**src/rtl/transport_pkg.sv**
```systemverilog
// Shared encodings for the transport-layer packetizer: command codes,
// header type codes and the packet FSM state type.
package transport_pkg;

  localparam logic [1:0] CMD_CTRL   = 2'b01;
  localparam logic [1:0] CMD_STREAM = 2'b10;
  localparam logic [1:0] CMD_FLUSH  = 2'b11;

  localparam logic [1:0] TYPE_CTRL = 2'b01;
  localparam logic [1:0] TYPE_DATA = 2'b10;

  typedef enum logic [1:0] {
    ST_IDLE    = 2'd0,
    ST_HDR     = 2'd1,
    ST_PAYLOAD = 2'd2,
    ST_CKSUM   = 2'd3
  } state_t;

  // Data header: type code, 3-bit channel number, three zero bits.
  function automatic logic [7:0] data_hdr(input logic [2:0] ch);
    return {TYPE_DATA, ch, 3'b000};
  endfunction

  // Control header: type code followed by the captured 6-bit argument.
  function automatic logic [7:0] ctrl_hdr(input logic [5:0] arg);
    return {TYPE_CTRL, arg};
  endfunction

endpackage

```
**src/rtl/sample_fifo.sv**
```systemverilog
// Per-channel sample FIFO: synchronous push/pop/clear, occupancy count.
// A push while full is accepted only if a pop frees a slot in the same cycle.
module sample_fifo #(
  parameter int DATA_W = 16,
  parameter int DEPTH  = 8,
  localparam int AW = $clog2(DEPTH),
  localparam int CW = AW + 1
) (
  input  logic              clk,
  input  logic              reset,
  input  logic              clr,
  input  logic              push,
  input  logic              pop,
  input  logic [DATA_W-1:0] din,
  output logic [DATA_W-1:0] dout,
  output logic [CW-1:0]     count,
  output logic              full,
  output logic              empty
);

  logic [DATA_W-1:0] mem [DEPTH];
  logic [AW-1:0]     wr_ptr;
  logic [AW-1:0]     rd_ptr;
  logic              do_push;
  logic              do_pop;

  assign empty   = (count == '0);
  assign full    = (count == CW'(DEPTH));
  assign do_pop  = pop && !empty && !clr;
  assign do_push = push && (!full || do_pop) && !clr;
  assign dout    = mem[rd_ptr];

  // Storage array: written on accepted pushes, no reset needed.
  always_ff @(posedge clk) begin
    if (do_push) mem[wr_ptr] <= din;
  end

  // Pointer and occupancy bookkeeping; clear empties the FIFO.
  always_ff @(posedge clk or negedge reset) begin
    if (!reset) begin
      wr_ptr <= '0;
      rd_ptr <= '0;
      count  <= '0;
    end else if (clr) begin
      wr_ptr <= '0;
      rd_ptr <= '0;
      count  <= '0;
    end else begin
      if (do_push) wr_ptr <= wr_ptr + 1'b1;
      if (do_pop)  rd_ptr <= rd_ptr + 1'b1;
      case ({do_push, do_pop})
        2'b10:   count <= count + 1'b1;
        2'b01:   count <= count - 1'b1;
        default: count <= count;
      endcase
    end
  end

endmodule

```
**src/rtl/transport_send_mc.sv**
```systemverilog
// Multi-channel transport packetizer: per-channel sample FIFOs, round-robin
// channel arbitration, control packets with priority, level flush and a
// byte-serial output with valid/ready backpressure.
//
//   state      | meaning
//   -----------+---------------------------------------------------
//   ST_IDLE    | no packet; arbitrate control / data, apply flush
//   ST_HDR     | header byte on packetOut
//   ST_PAYLOAD | data samples, MSB byte first, pop on last byte
//   ST_CKSUM   | XOR of all preceding bytes; back to IDLE on accept
module transport_send_mc
  import transport_pkg::*;
#(
  parameter int DATA_W      = 16,
  parameter int NUM_CH      = 2,
  parameter int DEPTH       = 8,
  parameter int PKT_SAMPLES = 4,
  localparam int CH_W = (NUM_CH > 1) ? $clog2(NUM_CH) : 1
) (
  input  logic              clk,
  input  logic              reset,
  input  logic [1:0]        cmd,
  input  logic [5:0]        ctrl_arg,
  input  logic [DATA_W-1:0] data,
  input  logic [CH_W-1:0]   ch_sel,
  input  logic              sendData,
  input  logic              byte_ready,
  output logic              sending,
  output logic [7:0]        packetOut,
  output logic              busy,
  output logic [NUM_CH-1:0] overflow
);

  localparam int NB   = DATA_W / 8;
  localparam int BI_W = (NB > 1) ? $clog2(NB) : 1;
  localparam int SI_W = (PKT_SAMPLES > 1) ? $clog2(PKT_SAMPLES) : 1;
  localparam int CW   = $clog2(DEPTH) + 1;
  localparam int IW   = CH_W + 1;

  state_t            state_q, state_d;
  logic [1:0]        cmd_q;
  logic              ctrl_pend_q;
  logic [5:0]        ctrl_arg_q;
  logic              is_ctrl_q;
  logic [CH_W-1:0]   ch_q;
  logic [CH_W-1:0]   rr_q;
  logic [BI_W-1:0]   byte_idx_q;
  logic [SI_W-1:0]   samp_idx_q;
  logic [7:0]        csum_q;
  logic [NUM_CH-1:0] overflow_q;

  logic [DATA_W-1:0] head   [NUM_CH];
  logic [CW-1:0]     count  [NUM_CH];
  logic [NUM_CH-1:0] full;
  logic [NUM_CH-1:0] empty;
  logic [NUM_CH-1:0] push;
  logic [NUM_CH-1:0] pop;
  logic [NUM_CH-1:0] ready_ch;

  logic              req_edge;
  logic              ctrl_go;
  logic              data_go;
  logic              accept;
  logic              last_byte;
  logic              last_samp;
  logic              flush;
  logic              found;
  logic [CH_W-1:0]   sel_ch;
  logic [IW-1:0]     idx;
  logic [DATA_W-1:0] shifted;
  logic [7:0]        pay_byte;

  assign req_edge  = (cmd == CMD_CTRL) && (cmd_q != CMD_CTRL);
  assign ctrl_go   = ctrl_pend_q || req_edge;
  assign data_go   = (cmd == CMD_STREAM) && found;
  assign accept    = sending && byte_ready;
  assign last_byte = (byte_idx_q == BI_W'(NB - 1));
  assign last_samp = (samp_idx_q == SI_W'(PKT_SAMPLES - 1));
  assign flush     = (state_q == ST_IDLE) && (cmd == CMD_FLUSH);
  assign busy      = (state_q != ST_IDLE) || ctrl_pend_q;
  assign overflow  = overflow_q;

  for (genvar c = 0; c < NUM_CH; c++) begin : g_ch
    // Out-of-range ch_sel never matches any channel and is dropped silently.
    assign push[c]     = sendData && (ch_sel == CH_W'(c)) && !flush;
    assign pop[c]      = (state_q == ST_PAYLOAD) && accept && last_byte && (ch_q == CH_W'(c));
    assign ready_ch[c] = !empty[c] && (count[c] >= CW'(PKT_SAMPLES));

    sample_fifo #(
      .DATA_W (DATA_W),
      .DEPTH  (DEPTH)
    ) u_fifo (
      .clk   (clk),
      .reset (reset),
      .clr   (flush),
      .push  (push[c]),
      .pop   (pop[c]),
      .din   (data),
      .dout  (head[c]),
      .count (count[c]),
      .full  (full[c]),
      .empty (empty[c])
    );
  end

  // Round-robin pick: first ready channel at or after rr_q, wrapping.
  always_comb begin
    found  = 1'b0;
    sel_ch = '0;
    idx    = '0;
    for (int i = 0; i < NUM_CH; i++) begin
      idx = {1'b0, rr_q} + IW'(i);
      if (idx >= IW'(NUM_CH)) idx = idx - IW'(NUM_CH);
      if (!found && ready_ch[idx]) begin
        found  = 1'b1;
        sel_ch = idx[CH_W-1:0];
      end
    end
  end

  // Current payload byte: head sample of the served channel, MSB byte first.
  always_comb begin
    shifted  = head[ch_q] >> (8 * (NB - 1 - int'(byte_idx_q)));
    pay_byte = shifted[7:0];
  end

  // Next-state and output decode.
  always_comb begin
    state_d   = state_q;
    sending   = 1'b0;
    packetOut = 8'h00;
    case (state_q)
      ST_IDLE: begin
        if (ctrl_go || data_go) state_d = ST_HDR;
      end
      ST_HDR: begin
        sending   = 1'b1;
        packetOut = is_ctrl_q ? ctrl_hdr(ctrl_arg_q) : data_hdr(3'(ch_q));
        if (byte_ready) state_d = is_ctrl_q ? ST_CKSUM : ST_PAYLOAD;
      end
      ST_PAYLOAD: begin
        sending   = 1'b1;
        packetOut = pay_byte;
        if (byte_ready && last_byte && last_samp) state_d = ST_CKSUM;
      end
      ST_CKSUM: begin
        sending   = 1'b1;
        packetOut = csum_q;
        if (byte_ready) state_d = ST_IDLE;
      end
      default: state_d = ST_IDLE;
    endcase
  end

  // State register.
  always_ff @(posedge clk or negedge reset) begin
    if (!reset) state_q <= ST_IDLE;
    else        state_q <= state_d;
  end

  // Command edge detect and control-request pending flag.
  always_ff @(posedge clk or negedge reset) begin
    if (!reset) begin
      cmd_q       <= 2'b00;
      ctrl_pend_q <= 1'b0;
    end else begin
      cmd_q <= cmd;
      if (state_q == ST_IDLE && ctrl_go) ctrl_pend_q <= 1'b0;
      else if (req_edge)                 ctrl_pend_q <= 1'b1;
    end
  end

  // Packet context: launch capture, byte/sample indices, running checksum.
  always_ff @(posedge clk or negedge reset) begin
    if (!reset) begin
      ctrl_arg_q <= '0;
      is_ctrl_q  <= 1'b0;
      ch_q       <= '0;
      rr_q       <= '0;
      byte_idx_q <= '0;
      samp_idx_q <= '0;
      csum_q     <= '0;
    end else if (state_q == ST_IDLE) begin
      byte_idx_q <= '0;
      samp_idx_q <= '0;
      csum_q     <= '0;
      if (ctrl_go) begin
        is_ctrl_q  <= 1'b1;
        ctrl_arg_q <= ctrl_arg;
      end else if (data_go) begin
        is_ctrl_q <= 1'b0;
        ch_q      <= sel_ch;
        rr_q      <= (sel_ch == CH_W'(NUM_CH - 1)) ? '0 : sel_ch + 1'b1;
      end
    end else if (accept) begin
      csum_q <= csum_q ^ packetOut;
      if (state_q == ST_PAYLOAD) begin
        if (last_byte) begin
          byte_idx_q <= '0;
          samp_idx_q <= samp_idx_q + 1'b1;
        end else begin
          byte_idx_q <= byte_idx_q + 1'b1;
        end
      end
    end
  end

  // One-cycle overflow pulse for each dropped push.
  always_ff @(posedge clk or negedge reset) begin
    if (!reset) overflow_q <= '0;
    else        overflow_q <= push & full & ~pop;
  end

endmodule

```
**config.mk**
```make
export PLATFORM = sky130hd
export DESIGN_NAME = transport_send_mc
export DESIGN_NICKNAME = d
export VERILOG_FILES = /design/src/rtl/transport_pkg.sv /design/src/rtl/sample_fifo.sv /design/src/rtl/transport_send_mc.sv
export SDC_FILE = /design/constraint.sdc
export NUM_CORES = 1
export LEC_CHECK = 0
export CELL_PAD_IN_SITES_DETAIL_PLACEMENT = 0
export CELL_PAD_IN_SITES_GLOBAL_PLACEMENT = 1
export CORE_UTILIZATION = 55
export DETAILED_ROUTE_END_ITERATION = 16
export PLACE_DENSITY = 0.81
export SLEW_MARGIN = 20
export SYNTH_ARGS = -nofsm -noshare
export SYNTH_HDL_FRONTEND = slang
export SYNTH_SLANG_ARGS = --single-unit
```
**constraint.sdc**
```tcl
create_clock -name clk -period 7.5 [get_ports clk]
set_input_delay 1.125 -clock clk [delete_from_list [all_inputs] [get_ports clk]]
set_output_delay 1.125 -clock clk [all_outputs]
set_load 0.05 [all_outputs]
```
==> impl_metrics.toml <==
[timing]
min_period_ns = 5.01
relSlewSlack_pct = 35.6
finalClockSkew_ns = 0.0182
final_max_slew_viol_count = 0
hold_viol = 0
finalSetupTns_ns = 0
rsz0062_at_grt = "no"
fmax_mhz = 200
finalWorstSetupSlack_ns = 2.49
worst_pin_slew_ns = 0.962
setup_violations = 0
fin_crit_sh_pct = 66.8

[detailed_routing]
drc_errors = 0
routed_via_density = 6.22
detail_route.iter0.violations = 557
drt-pass1-iter-count = 5
ant_nets = 0
vias = 7158
wl_per_cell_um = 24.0
wl_um = 27700

[logic_synthesis]
synth_edf_count = 256
seq_area_frac_synth_pct = 69.9
ys.flop_type = "edfxtp_1"
syn_nets = 830
synth_area_leader_cell = "edfxtp_1"
synth_warnings = 0
ys_seq_elements = 303
synthTopCellsByCount = "edfxtp_1 (256), mux2i_1 (72), nand2_1 (51)"
async_flop_share_pct = 15.5
synth.most_common_cell = "edfxtp_1"
synth_area_um2 = 12700
synth_top_area_share_pct = 60.6
avgSynthCellArea_um2 = 16.1
synth.area.top_cells = "edfxtp_1 (61%), dfrtp_1 (9.3%), mux2i_1 (5.7%)"
syn_inst = 786
synthDistinctLibCells = 63

[worst_setup_path]
crit_type = "flip-flop to output port"
worst_ep_arrival_time_ns = 3.88
cp.required_ns = 6.38
start_kind = "flip-flop"
worstPathMaxFanout = 26
end_kind = "output port"

[die]
io_pins = 41
die_area_um2 = 23700
start_util_pct = 56.0
core_um2 = 22600
fp.dieW_um = 154
fp.dieH_um = 154
rows = 55

[grt]
antenna_found_initial = 0
grtUsageMet3_pct = 3.13
busiest_layer = "met2"
grt_overflow_total = 0
grt_max_degree = 48
grtUsageMet1_pct = 34.6
track_usage_pct = 24.4
grt_pass1_vias = 7405
grt_pass1_wl_um = 43200
grt_use_met2_pct = 40.4

[cts]
clock_sinks = 303
clockBufferDepth = 3
clk_latency_ns = 0.55
cts_setup_buffers = 0
cts_hold_buf = 0
cts_inserted_buffers = 31
cts_max_level = 1
ctsResizeCount = 0
clkSlewWorstSetupHoldPaths_ns = 0.06
root_buffer = "clkbuf_16"
cts_tree = "done"

[place]
hpwl_um = 17900
port_buffers = 40
dp_cells = 1094
place_ws_ns = 2.86
place.gp.congestion = 0.816

[pwr]
p_leak_nw = 4.84
power_density_nw_per_um2 = 344
ir_drop_mv = 0.324

[worst_hold_path]
hold_class = "flip-flop to flip-flop"

[final_layout]
diodes = 0
stdcell_count = 1151
drive_gt1_share_pct = 14.7
syn2layout_area_growth_pct = 13.4
finalNetCount = 886

[run_status]
status = "completed"

[job]
maxCapViolCount = 0
==> cell families (layout without fill, tap and decap cells) <==
group / after synthesis / after routing / synth area share [%]
xor gates and xnor gates: 12 / 12 / 0.829
AOI/OAI and AO/OA: 96 / 96 / 5.30
and+or+nand+nor: 193 / 193 / 7.82
adders and majority gates: 15 / 15 / 1.54
DFF: 303 / 303 / 69.9
muxes: 117 / 117 / 12.6
buffers and inverters: 50 / 130 / 2.04
==> flip-flops by register name, summed over array words and instances (netlist names), 6 cells and up <==
signal,flops
csum_q,8
ctrl_arg_q,6
g_ch.u_fifo.count,8
g_ch.u_fifo.mem,256
g_ch.u_fifo.rd_ptr,6
g_ch.u_fifo.wr_ptr,6
==> final timing paths <==
path	cells after the start	from	end	slack (ns)
max	8	g_ch[0].u_fifo.rd_ptr[0]$_DFFE_PN0P_	packetOut[7]	2.49
min	1	ctrl_arg_q[1]$_DFFE_PN0P_	ctrl_arg_q[1]$_DFFE_PN0P_	0.51
max reg2reg	7	state_q[0]$_DFFE_PN0P_	g_ch[0].u_fifo.mem[4][0]$_DFFE_PP_	3.38
min reg2reg	1	ctrl_arg_q[1]$_DFFE_PN0P_	ctrl_arg_q[1]$_DFFE_PN0P_	0.51
max in group asynchronous	1	reset	g_ch[1].u_fifo.rd_ptr[1]$_DFFE_PN0P_	6.43
min in group asynchronous	1	reset	csum_q[0]$_DFFE_PN0P_	0.61
==> metal layers <==
| layer | vias up | part of all wire, % |
|---|---|---|
| li1 | 3184 | - |
| met1 | 3644 | 43 |
| met2 | 277 | 48 |
| met3 | 53 | 6.4 |
| met4 | 0 | 2.2 |
| met5 | - | 0 |
==> worst max-delay path, cell delays in order, from the launching register on <==
cell	delay, ns
dfrtp_2	0.58
buf_4	0.47
nor2b_1	0.69
a221oi_1	0.16
o21ai_0	0.18
nand3_1	0.17
o21ai_0	0.24
nor2_1	0.10
clkdlybuf4s50_1	0.73
==> per-stage QoR <==
step                      util (%)  cell area (µm²)  power, mW  hold WS (ns)
after floorplan                  -            12700       3.08         0.480
after global placement        59.2            13400       3.45         0.492
after detailed placement      59.2            13400       3.49         0.499
after CTS                     63.5            14400       4.97         0.514
after global routing          63.5            14400       5.15         0.529
final                         63.5            14400       4.94         0.510
==> report_power, final <==
group          switching, mW  total (mW)  internal [mW]
Clock                  0.616        1.47          0.858
Sequential             0.173        2.18           2.01
Combinational          0.791        1.28          0.491
==> layout make-up <==
| cell class | instances | area, µm² |
|---|---|---|
| timing repair buffer | 60 | 548 |
| fill | 1604 | 8270 |
| multi-input combinational | 433 | 3570 |
| tap | 285 | 357 |
| clock inverter | 21 | 185 |
| inverter | 13 | 48.8 |
| clock buffer | 36 | 795 |
| sequential | 303 | 8870 |
==> cell usage in the layout, fill, tap and decap left out, types with 6 or more instances in the layout <==
cell type        count
nand2_1             51
inv_1               12
clkbuf_16           31
mux4_2              32
dfrtp_1             44
nand3_1             19
nor3_1               7
nand4_1             12
clkinv_1             6
nand2b_1            16
mux2i_1             72
xor2_1               6
edfxtp_1           256
a21oi_1             16
nor2b_1             10
o21ai_0             15
a22oi_1             15
a221oi_1             8
ha_1                14
buf_4               21
xnor2_1              6
clkdlybuf4s50_1     39
mux2_2              12
clkinv_2             9
nor2_1              44
No activity file was read; power rests on OpenSTA's default activity.
==> variant, RTL diff (same settings) <==
Make the reset (`reset`) synchronous in 5 clocked blocks.
--- a/src/rtl/sample_fifo.sv
+++ b/src/rtl/sample_fifo.sv
@@ -38,3 +38,3 @@
   // Pointer and occupancy bookkeeping; clear empties the FIFO.
-  always_ff @(posedge clk or negedge reset) begin
+  always_ff @(posedge clk) begin
     if (!reset) begin
--- a/src/rtl/transport_send_mc.sv
+++ b/src/rtl/transport_send_mc.sv
@@ -155,3 +155,3 @@
   // State register.
-  always_ff @(posedge clk or negedge reset) begin
+  always_ff @(posedge clk) begin
     if (!reset) state_q <= ST_IDLE;
@@ -161,3 +161,3 @@
   // Command edge detect and control-request pending flag.
-  always_ff @(posedge clk or negedge reset) begin
+  always_ff @(posedge clk) begin
     if (!reset) begin
@@ -173,3 +173,3 @@
   // Packet context: launch capture, byte/sample indices, running checksum.
-  always_ff @(posedge clk or negedge reset) begin
+  always_ff @(posedge clk) begin
     if (!reset) begin
@@ -208,3 +208,3 @@
   // One-cycle overflow pulse for each dropped push.
-  always_ff @(posedge clk or negedge reset) begin
+  always_ff @(posedge clk) begin
     if (!reset) overflow_q <= '0;
Formal check against the unedited RTL: differs if reset is asserted again (counterexample within 4 cycles, from zero or initial values and one cycle with reset low); with reset held inactive, the same outputs for 4 cycles.
==> variant against the unedited design <==
- the flow now finishes with violations (DRC)
- largest cell class unchanged
- synthesized area down 0.65%
- worst setup slack improved by 190 ps
- cell area down 0.76%
- wire length is 3.6% lower
- utilization down 0.29 points
- clock skew is 9.2 ps lower
- sequential cell count rose by 6
- via count rose by 0.63%
- first-iteration DRC count increased by 5.2%
Power is not compared: it rests on default switching activity, and its combinational part moved more than twofold at a synthesized area within 25%.
==> variant: results (changes against the unedited design) <==
- Post-Place Cells: 1098 (+0.37%)
- Skew final: 8.98 ps (-9.17 ps)
- Status: finished with violations
- Layout cell share with drive strength beyond 1: 12.3% (-2.4 points)
- Failing checks: DRC
- Buffer share of cell area: 3.75% (-0.059 points)
- Multiplexer area fraction after synthesis: 12.6% (+0.033 points)
- Post-synthesis cell type count: 62 (-1.6%)
- WL met3: 1890 um (+7.5%)
- Number of DRC markers in iteration 0: 586 (+5.2%)
- Reg2reg setup slack: 3910 ps (+530 ps)
- Drt pass-1 iters: 11 (+6)
- Asr flop ratio synth: 0% (-16 points)
- RD Place Congestion: 0.830 (+1.7%)
- CP max FO: 34 (+31%)
- Compound-Gate Fraction of Synth Area: 6.23% (+0.93 points)
- Post-synthesis xor/xnor area fraction: 1.11% (+0.28 points)
- Number of fill cells in the layout: 1610 (+0.37%)
- Synth top cells by count: edfxtp_1, mux2i_1, nor2_1
- Register area share after synthesis: 69.5% (-0.46 points)
- Pre-CTS setup slack: 2910 ps (+53.2 ps)
- # DRC: 2 (+2)
- Largest net degree at the start of global routing: 43 (-10%)
- Slew headroom: 28.3% (-7.4 points)
- Seq/total area: 61.4% (-0.32 points)
- Mapped Cells: 794 (+1.0%)
- Final nets: 889 (+0.34%)
[variant: cell types whose count changed after synthesis, moves of 8 or more]
cell / unedited run / this run
nand4_1: 12 / 3
mux4_1: 0 / 9
a22oi_1: 15 / 25
nand3_1: 19 / 11
nor2_1: 44 / 57
mux2_2: 12 / 0
dfrtp_1: 47 / 0
mux4_2: 32 / 23
dfxtp_1: 0 / 53
nand2_1: 51 / 38
mux2i_1: 72 / 83
[variant: final timing paths]
path | from | to | cells past startpoint
worst max-delay path | register | packetOut[1] | 6
worst min-delay path | samp_idx_q[1] | samp_idx_q[1] | 2
worst max register to register | state_q[1] | g_ch[1].u_fifo.count[2] | 13
worst min register to register | samp_idx_q[1] | samp_idx_q[1] | 2
[variant: critical path, stage by stage (launching register included)]
cell	delay, ps
dfxtp_2	1030
nor2b_1	480
a22oi_1	120
and3_1	220
o32ai_1	410
nor2_1	130
clkdlybuf4s50_1	740
